$ cat config.mk
export PLATFORM = sky130hd
export DESIGN_NAME = fp_wb_arbiter_flat
export DESIGN_NICKNAME = d
export VERILOG_FILES = /design/src/rtl/fp_wb_pkg.sv /design/src/rtl/fp_wb_arbiter_if.sv /design/src/rtl/fp_wb_prio_select.sv /design/src/rtl/fp_wb_arbiter.sv /design/src/flat_wrapper.sv
export SDC_FILE = /design/constraint.sdc
export NUM_CORES = 1
export LEC_CHECK = 0
export ABC_CLOCK_PERIOD_IN_PS = 2950
export BUFFER_PORTS_ARGS = -buffer_cell sky130_fd_sc_hd__buf_2
export CAP_MARGIN = 20
export CORE_MARGIN = 2
export CORE_UTILIZATION = 45
export DETAILED_ROUTE_END_ITERATION = 7
export HOLD_SLACK_MARGIN = 0.03
export MAX_ROUTING_LAYER = met4
export PLACE_DENSITY = 0.81
export SETUP_SLACK_MARGIN = 0.4
export SKIP_CTS_REPAIR_TIMING = 1
export SYNTH_ARGS = -nofsm -noshare
export SYNTH_HDL_FRONTEND = slang
export SYNTH_SLANG_ARGS = --single-unit
$ cat constraint.sdc
create_clock -name clk -period 2.95 [get_ports clk]
set_clock_uncertainty 0.05 [all_clocks]
set_input_delay 0.885 -clock clk [delete_from_list [all_inputs] [get_ports clk]]
set_output_delay 0.885 -clock clk [all_outputs]
set_load 0.05 [all_outputs]
$ cat src/rtl/fp_wb_pkg.sv
// Shared types and sizing helpers for the FP writeback arbiter.
// Build option: FP_WB_ROUND_ROBIN_EN selects rotating priority in fp_wb_arbiter.
package fp_wb_pkg;

    localparam int FP_WB_NUM_UNITS = 3;
    localparam int FP_WB_ID_W      = 3;
    localparam int FP_WB_DATA_W    = 34;

    // Source-index width; a lone unit still needs one bit to name it.
    function automatic int fp_wb_src_w(input int n);
        return (n > 1) ? $clog2(n) : 1;
    endfunction

    localparam int FP_WB_SRC_W = fp_wb_src_w(FP_WB_NUM_UNITS);

    typedef logic [FP_WB_DATA_W-1:0] flopoco_t;
    typedef logic [FP_WB_ID_W-1:0]   id_t;

    typedef struct packed {
        flopoco_t               data;
        id_t                    id;
        logic [FP_WB_SRC_W-1:0] src;
    } fp_wb_result_t;

endpackage

$ cat src/rtl/fp_wb_arbiter_if.sv
// Writeback bus between the FP units / register file and the arbiter.
// The slave modport is the arbiter side; master is the surrounding environment.
interface fp_wb_arbiter_if #(
    parameter int NUM_UNITS = 3,
    parameter int ID_W      = 3,
    parameter int DATA_W    = 34
);
    localparam int SRC_W = fp_wb_pkg::fp_wb_src_w(NUM_UNITS);

    logic [NUM_UNITS-1:0]             unit_done;
    logic [NUM_UNITS-1:0][DATA_W-1:0] unit_rd;
    logic [NUM_UNITS-1:0][ID_W-1:0]   unit_id;
    logic [NUM_UNITS-1:0]             unit_ack;
    logic                             wb_valid;
    logic [ID_W-1:0]                  wb_id;
    logic [DATA_W-1:0]                wb_data;
    logic [SRC_W-1:0]                 wb_src;
    logic                             wb_ready;

    modport slave (
        input  unit_done, unit_rd, unit_id, wb_ready,
        output unit_ack, wb_valid, wb_id, wb_data, wb_src
    );

    modport master (
        output unit_done, unit_rd, unit_id, wb_ready,
        input  unit_ack, wb_valid, wb_id, wb_data, wb_src
    );

endinterface

$ cat src/rtl/fp_wb_prio_select.sv
// Combinational one-hot picker: first asserted request at or after i_start,
// wrapping modulo N. With i_start tied to 0 it is plain lowest-index-wins.
module fp_wb_prio_select #(
    parameter int N     = 3,
    parameter int IDX_W = 2
) (
    input  logic [N-1:0]     i_req,
    input  logic [IDX_W-1:0] i_start,
    output logic [N-1:0]     o_gnt,
    output logic [IDX_W-1:0] o_idx,
    output logic             o_any
);

    int               w_pos;
    logic [IDX_W-1:0] w_cand;

    always_comb begin
        o_gnt  = '0;
        o_idx  = '0;
        o_any  = 1'b0;
        w_pos  = 0;
        w_cand = '0;
        for (int i = 0; i < N; i++) begin
            w_pos = int'(i_start) + i;
            if (w_pos >= N) w_pos = w_pos - N;
            w_cand = IDX_W'(w_pos);
            if (!o_any && i_req[w_cand]) begin
                o_gnt[w_cand] = 1'b1;
                o_idx         = w_cand;
                o_any         = 1'b1;
            end
        end
    end

endmodule

$ cat src/rtl/fp_wb_arbiter.sv
// FP writeback arbiter: acks one done unit per cycle into a registered RF write port.
// Build option: FP_WB_ROUND_ROBIN_EN (rotating priority); default is fixed, index 0 highest.
module fp_wb_arbiter
    import fp_wb_pkg::*;
#(
    parameter int NUM_UNITS = FP_WB_NUM_UNITS,
    parameter int ID_W      = FP_WB_ID_W,
    parameter int DATA_W    = FP_WB_DATA_W
) (
    input  logic                  clk,
    input  logic                  rst,
    fp_wb_arbiter_if.slave        bus
);

    localparam int SRC_W = fp_wb_src_w(NUM_UNITS);

    typedef struct packed {
        logic [DATA_W-1:0] data;
        logic [ID_W-1:0]   id;
        logic [SRC_W-1:0]  src;
    } result_t;

    result_t              r_out;
    logic                 r_valid;
    logic [SRC_W-1:0]     w_start;
    logic [SRC_W-1:0]     w_idx;
    logic [NUM_UNITS-1:0] w_gnt;
    logic                 w_any;
    logic                 w_out_free;
    logic                 w_grant;

`ifdef FP_WB_ROUND_ROBIN_EN
    logic [SRC_W-1:0] r_ptr;

    always_ff @(posedge clk) begin
        if (!rst)
            r_ptr <= '0;
        else if (w_grant)
            r_ptr <= (w_idx == SRC_W'(NUM_UNITS - 1)) ? '0 : w_idx + 1'b1;
    end

    assign w_start = r_ptr;
`else
    assign w_start = '0;
`endif

    fp_wb_prio_select #(
        .N     (NUM_UNITS),
        .IDX_W (SRC_W)
    ) u_sel (
        .i_req   (bus.unit_done),
        .i_start (w_start),
        .o_gnt   (w_gnt),
        .o_idx   (w_idx),
        .o_any   (w_any)
    );

    // A slot frees up in the same cycle the register file takes the current result.
    assign w_out_free   = !r_valid || bus.wb_ready;
    assign w_grant      = rst && w_out_free && w_any;
    assign bus.unit_ack = w_grant ? w_gnt : '0;

    // NOTE: reset is synchronous (sampled on the edge), and all state uses <= so
    // every flop sees pre-edge values regardless of block ordering.
    always_ff @(posedge clk) begin
        if (!rst) begin
            r_valid <= 1'b0;
            r_out   <= '0;
        end else if (w_grant) begin
            r_valid    <= 1'b1;
            r_out.data <= bus.unit_rd[w_idx];
            r_out.id   <= bus.unit_id[w_idx];
            r_out.src  <= w_idx;
        end else if (bus.wb_ready) begin
            r_valid <= 1'b0;
        end
    end

    assign bus.wb_valid = r_valid;
    assign bus.wb_data  = r_out.data;
    assign bus.wb_id    = r_out.id;
    assign bus.wb_src   = r_out.src;

endmodule

$ cat src/flat_wrapper.sv
// flat-port wrapper written by rule: the top's interface ports become plain ports
module fp_wb_arbiter_flat import fp_wb_pkg::*;
#(
    parameter int NUM_UNITS = FP_WB_NUM_UNITS,
    parameter int ID_W      = FP_WB_ID_W,
    parameter int DATA_W    = FP_WB_DATA_W
)
  (clk, rst, bus_unit_done, bus_unit_rd, bus_unit_id, bus_wb_ready, bus_unit_ack, bus_wb_valid, bus_wb_id, bus_wb_data, bus_wb_src);
  fp_wb_arbiter_if #(.NUM_UNITS(NUM_UNITS), .ID_W(ID_W), .DATA_W(DATA_W)) bus_i ();
  input  logic clk;
  input  logic rst;
  input wire logic [$bits(bus_i.unit_done)-1:0] bus_unit_done;
  input wire logic [$bits(bus_i.unit_rd)-1:0] bus_unit_rd;
  input wire logic [$bits(bus_i.unit_id)-1:0] bus_unit_id;
  input wire logic [$bits(bus_i.wb_ready)-1:0] bus_wb_ready;
  output wire logic [$bits(bus_i.unit_ack)-1:0] bus_unit_ack;
  output wire logic [$bits(bus_i.wb_valid)-1:0] bus_wb_valid;
  output wire logic [$bits(bus_i.wb_id)-1:0] bus_wb_id;
  output wire logic [$bits(bus_i.wb_data)-1:0] bus_wb_data;
  output wire logic [$bits(bus_i.wb_src)-1:0] bus_wb_src;
  assign bus_i.unit_done = bus_unit_done;
  assign bus_i.unit_rd = bus_unit_rd;
  assign bus_i.unit_id = bus_unit_id;
  assign bus_i.wb_ready = bus_wb_ready;
  assign bus_unit_ack = bus_i.unit_ack;
  assign bus_wb_valid = bus_i.wb_valid;
  assign bus_wb_id = bus_i.wb_id;
  assign bus_wb_data = bus_i.wb_data;
  assign bus_wb_src = bus_i.wb_src;
  fp_wb_arbiter #(.NUM_UNITS(NUM_UNITS), .ID_W(ID_W), .DATA_W(DATA_W)) u_core (.clk(clk), .rst(rst), .bus(bus_i));
endmodule
== Word level (Yosys, flattened, before mapping) ==
Index checks and enable logic that the tools add are counted.

* Muxes and demuxes: 15
* $lt $le $gt $ge: 1
* Reductions and logical operators: 9

{| class="wikitable"
|+ Operator list
! kind !! count
|-
| $bmux W34 S2 || 1
|-
| $mux W34 || 1
|-
| $mux W3 || 3
|-
| $mux W1 || 7
|-
| $bmux W3 S2 || 1
|-
| $logic_and A1 B1 Y1 || 4
|-
| $mux W2 || 2
|-
| $logic_not A1 Y1 || 3
|-
| $lt A2 B3 Y1 const B || 1
|-
| $reduce_bool A2 Y1 || 1
|-
| $logic_or A1 B1 Y1 || 1
|}

* Flip-flop bits (word level): 40
* Output and inout port bits: 43
* Bits of input ports: 117

== Logic depth before layout (Yosys ltp) ==
Gate-level depths: netlist of the first run.

* Depth after elaboration: 9
* Mapped depth: 5

== By module ==
From an unflattened synthesis of the first run, not the netlist that was laid out.

* Cell total of the unflattened synthesis: 268
* Area, all modules: 2,670.1 µm²

{| class="wikitable"
|+ Modules (own cells, without submodules)
! module !! instances !! cells each !! seq. area each (µm²) !! area an instance (µm²)
|-
| fp_wb_arbiter || 1 || 227 || 800.8 || 2,388.5
|-
| fp_wb_prio_select || 1 || 41 || 0.0 || 281.5
|}

== Worst setup path before layout of the first run ==
No wires, ideal clock.

* Kind: input to output
* From: in bus_unit_done[2]
* To: out bus_unit_ack[2]
* Cell stages on the path: 4
* Required time: 2.015 ns
* Arrival time: 2.346 ns
* Slack: -0.331 ns
* Cell sequence: buf_2 -> buf_2 -> nand3_1 -> nor3_1

* Cells in the longest elaborated chain, start to end: 4

{| class="wikitable"
|+ Ends and longest elaborated chain
! element !! line !! RTL
|-
| start: declaration || flat_wrapper.sv:12 || <nowiki>input wire logic [$bits(bus_i.unit_done)-1:0] bus_unit_done;</nowiki>
|-
| $logic_and A1 B1 Y1 * || fp_wb_prio_select.sv:27 || <nowiki>if (!o_any && i_req[w_cand]) begin</nowiki>
|-
| $mux W1 || fp_wb_prio_select.sv:27 ||
|-
| $logic_and A1 B1 Y1 || fp_wb_arbiter.sv:60 || <nowiki>assign w_grant = rst && w_out_free && w_any;</nowiki>
|-
| $mux W3 * || fp_wb_arbiter.sv:61 || <nowiki>assign bus.unit_ack = w_grant ? w_gnt : '0;</nowiki>
|-
| end: declaration || flat_wrapper.sv:16 || <nowiki>output wire logic [$bits(bus_i.unit_ack)-1:0] bus_unit_ack;</nowiki>
|}

Every way passes the cells marked *; elsewhere a longest branch is shown, timed or not.

== Worst setup path after layout of the first run ==
* From: in bus_wb_ready
* To: out bus_unit_ack[2]

* Cells in the longest elaborated chain, start to end: 4

{| class="wikitable"
|+ Ends and longest elaborated chain
! element !! line !! RTL
|-
| start: declaration || flat_wrapper.sv:15 || <nowiki>input wire logic [$bits(bus_i.wb_ready)-1:0] bus_wb_ready;</nowiki>
|-
| $logic_or A1 B1 Y1 || fp_wb_arbiter.sv:59 || <nowiki>assign w_out_free = !r_valid || bus.wb_ready;</nowiki>
|-
| $logic_and A1 B1 Y1 (2 in a row) || fp_wb_arbiter.sv:60 ||
|-
| $mux W3 || fp_wb_arbiter.sv:61 ||
|}

No other way between the ends.

==> impl_results.md, run 1 <==
* Status: complete, no violations
* Global-route wire length before repair at 13.0 mm
* Worst-path cell chain: buf_2, nand2b_4, nand3_4, nor3_4, buf_6
* CP max-delay cell: nor3_4
* Initial antenna violation count at 0
* Worst hold path class: flip-flop to flip-flop
* Vias per cell at 5.79
* Req. time, crit path at 2020 ps
* Min Tclk post-route at 2540 ps
* Fin. Hold Viols at 0
* Initial Util at 47.0%
* Final worst setup slack at 411 ps
* Most common cell after layout, fill and taps aside: buf_2
* Die X at 80.3 µm
* CTS Buf Count at 5
* Slew Limit Fails at 0
* Gr usage total at 25.5%
* DRC errors left at 0
* Share of cells above drive strength 1 at 48.7%
* Slack of the worst reg-to-reg path at 1480 ps
* RePlAce Congestion at 0.807
* Ports at 160
* Ant. Diodes at 0
* Slew headroom at 64.5%
* Syn_nets at 437
* Critical path launch point: bus_wb_ready
* Mapped Cells at 320
* Synth cell types at 23
* Syn. warnings at 0
* CP bufs+invs at 2
* Detail Placement HPWL at 5.66 mm
* Vias in the first global route at 2,908
* CP endpoint: bus_unit_ack[2]
* Final setup fails at 0
* Critical Path Max Stage Delay at 190 ps
* Maximum clock rate at 394 MHz
* Clk Tree Root Cell: clkbuf_8
* Cell count along the critical path at 5
* Clock Latency Late Sink at 270 ps
* Total Power at 0.00154 W
* Post-Syn Area at 0.00262 mm²
* Static Leak at 1.56 nW
* Commonest cells after routing, fill and taps aside: buf_2 (155), dfxtp_1 (40), o211ai_1 (38)
* CTS tree: built
* Post-Route WL at 8.17 mm
* Worst r2r dst: u_core.bus.wb_data[17]
* RSZ-0062 raised after global routing: no
* DR WL/cell at 15.4 µm
* Final Net Count at 574
* EDFF count, synth at 0
* Max Root-Sink Buffers at 2
* Crit-path max FO at 3
* Non-Filler Instances at 530
* Total of max-cap violations at 0
* Data arrival time of the worst path at 1600 ps
* H-tree depth at 2
* Clock transition at path regs at 70 ps
* Vias post-DR at 3,069
* Setup WS pre-CTS at 214 ps
* Antenna viol nets, final at 0
* CP endpoint kind: primary output
* Pre-Repair DR Iteration Count at 4
* CP Class: primary input to primary output
* Crit start category: primary input
* Register area share after synthesis at 30.6%
* Synth Flop Type: dfxtp_1
* Largest net degree at the start of global routing at 77
* Reg2reg start: u_core.bus.wb_valid
* DRT iter0 DRCs at 161
* Final TNS setup at 0 ps
* Clk sinks at 40
* Worst reg-to-reg path cell count at 4
* Worst VDD drop at 0.208 mV
* Actual slew at the worst max-slew pin at 532 ps
* Yosys reg bits at 40
* Core Rows at 27
* Pwr/cell area at 431 mW/mm²
* Placed cells at 521
* Area delta synth->final at 36.5%
* I/O Buffers at 159
* FFs w/ async S/R, synth at 0%
* Core area at 0.00557 mm²
* Die H at 80.3 µm
* Total grt overflow at 0
* Tcrit/Tclk final at 86.1%
* CP delay by family, top: simple AND/OR/NAND/NOR gates
* Mapped Avg Cell Area at 8.18 µm²
* Layout fillers at 487
* DIE AREA at 0.00644 mm²
## worst min-delay path: stages (launching register included)
cell       delay (ps)
dfxtp_1           310
nand2_1            50
a2bb2oi_1          50
## flip-flops by register name, summed over array words and instances (netlist names)
name and count:
u_core.bus.wb_valid 1, u_core.bus.wb_data 34, u_core.bus.wb_src 2, u_core.bus.wb_id 3
## metrics by stage
step                util (%)  hold WS [ps]  instance area, µm²
finish                  64.1           412                3570
global route            64.1           446                3570
CTS                     63.5           417                3540
detailed placement      61.9           407                3450
global placement        61.9           400                3450
floorplan                  -           621                2690
## synth_stat cells, types with 4 or more instances
cell / count / area share (%)
buf_2: 12 / 2.3
or2_2: 37 / 8.8
or3b_1: 37 / 12
o211ai_1: 38 / 11
o22ai_1: 37 / 8.8
nor2_1: 4 / 0.57
o31ai_1: 37 / 11
clkbuf_1: 24 / 3.4
a21oi_1: 37 / 7.1
dfxtp_1: 40 / 31
## layer usage
metal  vias up  GRT usage [%]  share of wire, %
li1       1512              -                 -
met1      1410           31.4                43
met2       141           43.3                49
met4         0           7.80              0.93
met3         6           3.71               6.9
met5         -              -                 0
## kinds of logic after synthesis
family                 Yosys count  share of synthesized area [%]
and+or+nand+nor                 87                           24.1
AOI/OAI and AO/OA              152                           38.2
DFF                             40                           30.6
buffers and inverters           41                           7.03
## where the power goes
part | leakage, nW | total (W) | switching [W] | internal (W)
Combinational | 1.18 | 0.000559 | 0.000369 | 0.000190
Clock | 0.0455 | 0.000362 | 0.000171 | 0.000191
Sequential | 0.332 | 0.000621 | 0.0000283 | 0.000592
Total | 1.56 | 0.00154 | 0.000568 | 0.000973
## worst min path at each step
stage	endpoint	cells after the start	from
after floorplan	u_core.bus.wb_src[1]	2	u_core.bus.wb_src[1]
after global placement	u_core.bus.wb_src[1]	2	u_core.bus.wb_src[1]
after detailed placement	u_core.bus.wb_src[1]	2	u_core.bus.wb_src[1]
after CTS	u_core.bus.wb_src[1]	2	u_core.bus.wb_src[1]
after global routing	u_core.bus.wb_src[1]	2	u_core.bus.wb_src[1]
final	u_core.bus.wb_src[1]	2	u_core.bus.wb_src[1]
## final cells by class
type / instances / area [µm²] / area share [%]
Timing Repair Buffer: 170 / 892 / 25.0
Clock buffer: 8 / 90.1 / 2.52
Multi-Input combinational cell: 239 / 1700 / 47.5
Tap cell: 72 / 90.1 / 2.52
Sequential cell: 40 / 801 / 22.4
Inverter: 1 / 3.75 / 0.105
(Power assumes the default switching activity.)
==> inputs of run 2 (changes only) <==
--- a/config.mk
+++ b/config.mk
@@ -9,11 +9,11 @@
 export BUFFER_PORTS_ARGS = -buffer_cell sky130_fd_sc_hd__buf_2
 export CAP_MARGIN = 20
 export CORE_MARGIN = 2
-export CORE_UTILIZATION = 45
+export CORE_UTILIZATION = 35
 export DETAILED_ROUTE_END_ITERATION = 7
 export HOLD_SLACK_MARGIN = 0.03
 export MAX_ROUTING_LAYER = met4
-export PLACE_DENSITY = 0.81
+export PLACE_DENSITY = 0.65
 export SETUP_SLACK_MARGIN = 0.4
 export SKIP_CTS_REPAIR_TIMING = 1
 export SYNTH_ARGS = -nofsm -noshare
==> impl_results.md, run 2 (synthesis gave the netlist of run 1 again) <==
* Multi-input logic area at 0.00169 mm² (-0.30%)
* Share of cells above drive strength 1 at 49.1% (+0.44 points)
* CTS tree: built
* Placed cells at 548 (+5.2%)
* Die H at 90.5 µm (+13%)
* CP endpoint kind: primary output
* Data arrival time of the worst path at 1600 ps (about the same)
* Initial Util at 36.1% (-11 points)
* DIE AREA at 0.00819 mm² (+27%)
* Vias in the first global route at 2,917 (+0.31%)
* Gr usage total at 20.0% (-5.4 points)
* Final Net Count at 574 (unchanged)
* Clock Latency Late Sink at 280 ps (about the same)
* Detail Placement HPWL at 5.75 mm (+1.6%)
* Area delta synth->final at 37.8%
* Number of flip-flops in the largest register at 34 (unchanged)
* Pwr/cell area at 429 mW/mm² (-0.62%)
* Sequential share of power at 40.1% (about the same)
* DRT iter0 DRCs at 131 (-19%)
* Initial antenna violation count at 0 (unchanged)
* Clock transition at path regs at 80 ps (about the same)
* Static Leak at 1.56 nW (+0.17%)
* Crit-path max FO at 4 (+1)
* Final core utilization at 49.7% (-14 points)
* Final setup fails at 0 (unchanged)
* Most common cell after layout, fill and taps aside: buf_2
* Maximum clock rate at 395 MHz (+0.16%)
* Vias post-DR at 3,086 (+0.55%)
* Final TNS setup at 0 ps (unchanged)
* Antenna viol nets, final at 0 (unchanged)
* DR WL/cell at 14.9 µm (-3.6%)
* Min Tclk post-route at 2530 ps (-4.00 ps)
* Layout fillers at 766 (+57%)
* Pre-Repair DR Iteration Count at 4 (unchanged)
* Vias per cell at 5.54 (-4.3%)
* Worst hold path class: flip-flop to flip-flop
* Actual slew at the worst max-slew pin at 521 ps (-10.8 ps)
* Total grt overflow at 0 (unchanged)
* Slew Limit Fails at 0 (unchanged)
* Slew headroom at 65.2% (+0.72 points)
* Status: complete, no violations
* Crit start category: primary input
* Clk Tree Root Cell: clkbuf_8
* Largest net degree at the start of global routing at 77 (unchanged)
* Gate power share at 36.0% (-0.3 points)
* Core area at 0.00725 mm² (+30%)
* Clk sinks at 40 (unchanged)
* Global-route wire length before repair at 13.6 mm (+4.8%)
* Ports at 160 (unchanged)
* Post-Route WL at 8.28 mm (+1.3%)
* Ant. Diodes at 0 (unchanged)
* Die X at 90.5 µm (+13%)
* Total of max-cap violations at 0 (unchanged)
* Core Rows at 31 (+15%)
* Reg2reg start: u_core.bus.wb_valid
* P_int at 0.000969 W (-0.46%)
* Clock group share of total power at 23.9% (+0.4 points)
* CTS Buf Count at 5 (unchanged)
* Net Sw Frac at 37.3% (+0.47 points)
* Total Power at 0.00155 W (+0.29%)
* Worst r2r dst: u_core.bus.wb_data[24]
* Register area at 801 µm² (unchanged)
* Worst reg-to-reg path cell count at 4 (unchanged)
* Worst VDD drop at 0.158 mV (-24%)
* CP endpoint: bus_unit_ack[2]
* Non-Filler Instances at 557 (+5.1%)
* CP Class: primary input to primary output
* Commonest cells after routing, fill and taps aside: buf_2 (156), dfxtp_1 (40), o211ai_1 (38)
* Switching pwr at 0.000577 W (+1.6%)
* Critical path launch point: bus_wb_ready
* Req. time, crit path at 2020 ps (about the same)
* Tcrit/Tclk final at 85.9% (-0.14 points)
* H-tree depth at 2 (unchanged)
* DRC errors left at 0 (unchanged)
* RePlAce Congestion at 0.744 (-7.8%)
* RSZ-0062 raised after global routing: yes
* I/O Buffers at 159 (unchanged)
* Max Root-Sink Buffers at 2 (unchanged)
* Slack of the worst reg-to-reg path at 1490 ps (about the same)
* Fin. Hold Viols at 0 (unchanged)
run 2: cell count changes in the layout (fill, tap and decap cells not counted), sizes merged:
cell / previous run / this run
clkbuf: 8 / 6
clkinv: 0 / 2
run 2: routing by layer:
layer  track usage, %  up-vias  wire (µm)
li1                 -     1509          -
met1             25.9     1461       3800
met2             32.5      109       3930
met3             3.84        7        489
met4             4.87        0         63
met5                -        -          0
run 2: how the worst min path moves through the flow:
stage                                    start              endpoint  depth (start not counted)
after floorplan           u_core.bus.wb_src[1]  u_core.bus.wb_src[1]                          2
after global placement    u_core.bus.wb_src[1]  u_core.bus.wb_src[1]                          2
after detailed placement  u_core.bus.wb_src[1]  u_core.bus.wb_src[1]                          2
after CTS                 u_core.bus.wb_src[1]  u_core.bus.wb_src[1]                          2
after global routing      u_core.bus.wb_src[1]  u_core.bus.wb_src[1]                          2
final                     u_core.bus.wb_src[1]  u_core.bus.wb_src[1]                          2
run 2: area by class of cell:
cell class | count | area share [%]
multi-input combinational | 239 | 46.9
timing repair buffer | 170 | 24.8
sequential | 40 | 22.2
tap | 99 | 3.44
clock buffer | 6 | 2.29
clock inverter | 2 | 0.278
inverter | 1 | 0.104
run 2: power by group through the flow:
stage	registers [W]	logic, W	clock network (W)
final	0.000620	0.000557	0.000369
after global routing	0.000626	0.000596	0.000405
after CTS	0.000620	0.000555	0.000384
after detailed placement	0.000632	0.000554	0
after global placement	0.000632	0.000548	0
after floorplan	0.000808	0.000206	0
run 2: stage by stage:
| stage | area (µm²) | hold WS [ps] | setup slack, ps |
|---|---|---|---|
| finish | 3610 | 422 | 415 |
| detailed placement | 3480 | 415 | 280 |
| floorplan | 2690 | 621 | 385 |
| global route | 3610 | 458 | 390 |
| CTS | 3580 | 427 | 276 |
| global placement | 3480 | 398 | 288 |
run 2: worst max-delay path, stage by stage:
cell	delay (ps)
buf_2	100
nand2b_4	150
nand3_4	90
nor3_4	190
buf_6	180
==> inputs of run 3 (changes only) <==
--- a/config.mk
+++ b/config.mk
@@ -8,6 +8,7 @@
 export ABC_CLOCK_PERIOD_IN_PS = 2950
 export BUFFER_PORTS_ARGS = -buffer_cell sky130_fd_sc_hd__buf_2
 export CAP_MARGIN = 20
+export CORE_ASPECT_RATIO = 0.5
 export CORE_MARGIN = 2
 export CORE_UTILIZATION = 35
 export DETAILED_ROUTE_END_ITERATION = 7
==> impl_results.md, run 3 (synthesis gave the netlist of run 1 again) <==
* CP endpoint kind: primary output
* Number of flip-flops in the largest register at 34 (unchanged)
* Pwr/cell area at 472 mW/mm² (+10%)
* Final TNS setup at 0 ps (unchanged)
* Status: complete, no violations
* Detail Placement HPWL at 5.96 mm (+3.6%)
* DRC errors left at 0 (unchanged)
* RePlAce Congestion at 0.787 (+5.7%)
* H-tree depth at 2 (unchanged)
* Slew Limit Fails at 0 (unchanged)
* Register area at 801 µm² (unchanged)
* Total of max-cap violations at 0 (unchanged)
* Actual slew at the worst max-slew pin at 549 ps (+28.0 ps)
* Clock transition at path regs at 60 ps (-20 ps)
* Share of cells above drive strength 1 at 48.8% (-0.32 points)
* Ports at 160 (unchanged)
* Total Power at 0.00173 W (+12%)
* Commonest cells after routing, fill and taps aside: buf_2 (156), dfxtp_1 (40), o211ai_1 (38)
* Final Net Count at 575 (+0.17%)
* Worst VDD drop at 0.267 mV (+69%)
* Maximum clock rate at 398 MHz (+0.80%)
* DRT iter0 DRCs at 140 (+6.9%)
* Clk sinks at 40 (unchanged)
* Total grt overflow at 0 (unchanged)
* Area delta synth->final at 40.0%
* Vias per cell at 5.51 (-0.49%)
* Vias post-DR at 3,060 (-0.84%)
* Slew headroom at 63.4% (-1.9 points)
* Multi-input logic area at 0.00170 mm² (+0.30%)
* Static Leak at 1.59 nW (+1.8%)
* CTS tree: built
* Largest net degree at the start of global routing at 77 (unchanged)
* Crit-path max FO at 4 (unchanged)
* Clk Tree Root Cell: clkbuf_16
* Vias in the first global route at 2,819 (-3.4%)
* Core area at 0.00729 mm² (+0.57%)
* Layout fillers at 761 (-0.65%)
* Die H at 65.2 µm (-28%)
* Tcrit/Tclk final at 85.2% (-0.68 points)
* CP Class: primary input to primary output
* Crit start category: primary input
* Fin. Hold Viols at 0 (unchanged)
* Most common cell after layout, fill and taps aside: buf_2
* Die X at 126 µm (+40%)
* Core Rows at 22 (-29%)
* Pre-Repair DR Iteration Count at 4 (unchanged)
* Worst hold path class: flip-flop to flip-flop
* DR WL/cell at 16.0 µm (+7.5%)
* Initial Util at 35.9% (-0.20 points)
* Req. time, crit path at 2020 ps (about the same)
* CTS Buf Count at 5 (unchanged)
* Slack of the worst reg-to-reg path at 1480 ps (about the same)
* Clock Latency Late Sink at 280 ps (about the same)
* Global-route wire length before repair at 14.3 mm (+5.1%)
* Post-Route WL at 8.87 mm (+7.1%)
* Final setup fails at 0 (unchanged)
* Initial antenna violation count at 0 (unchanged)
* Max Root-Sink Buffers at 2 (unchanged)
* Min Tclk post-route at 2510 ps (-20.1 ps)
* Antenna viol nets, final at 0 (unchanged)
* RSZ-0062 raised after global routing: yes
* DIE AREA at 0.00823 mm² (+0.51%)
* Data arrival time of the worst path at 1580 ps (-20 ps)
* I/O Buffers at 159 (unchanged)
* Ant. Diodes at 0 (unchanged)
* Gr usage total at 21.7% (+1.6 points)
==> run 3: critical path: stages <==
cell and delay [ps]:
buf_2 110, nand2b_4 170, nand2_2 120, nor2_4 90
buf_4 190
==> run 3: worst paths after layout <==
check,from,end,cells past startpoint
setup / recovery,bus_wb_ready,bus_unit_ack[0],5
hold / removal,u_core.bus.wb_src[1],u_core.bus.wb_src[1],2
setup reg to reg,u_core.bus.wb_valid,u_core.bus.wb_data[2],4
hold reg to reg,u_core.bus.wb_src[1],u_core.bus.wb_src[1],2
==> run 3: through the flow <==
step | util [%] | hold WS (ps) | setup slack [ps] | area, µm² | std cells
2_1_floorplan | - | 621 | 385 | 2690 | 320
3_3_place_gp | 47.9 | 430 | 265 | 3490 | 546
3_5_place_dp | 47.9 | 432 | 246 | 3490 | 546
4_1_cts | 49.9 | 439 | 246 | 3640 | 554
5_1_grt | 50.2 | 469 | 389 | 3660 | 555
6_report | 50.2 | 441 | 435 | 3660 | 555
==> run 3: final cells by class <==
| class | count | area share [%] |
|---|---|---|
| timing repair buffer | 171 | 24.5 |
| sequential | 40 | 21.9 |
| tap | 96 | 3.28 |
| clock buffer | 8 | 3.99 |
| inverter | 1 | 0.102 |
| multi-input combinational | 239 | 46.3 |
==> run 3: where the power goes <==
group / internal, W / leakage [nW] / total [W] / switching, W
sequential: 0.000593 / 0.332 / 0.000618 / 0.0000250
clock: 0.000337 / 0.0712 / 0.000548 / 0.000211
combinational: 0.000191 / 1.19 / 0.000564 / 0.000373
total: 0.00112 / 1.59 / 0.00173 / 0.000609
==> run 3: routing by layer <==
layer / up-vias / share of wire, % / global-route usage (%)
li1: 1511 / - / -
met1: 1464 / 46 / 27.3
met2: 72 / 48 / 37.0
met3: 13 / 4.0 / 3.91
met4: 0 / 1.5 / 4.81
met5: - / 0 / -
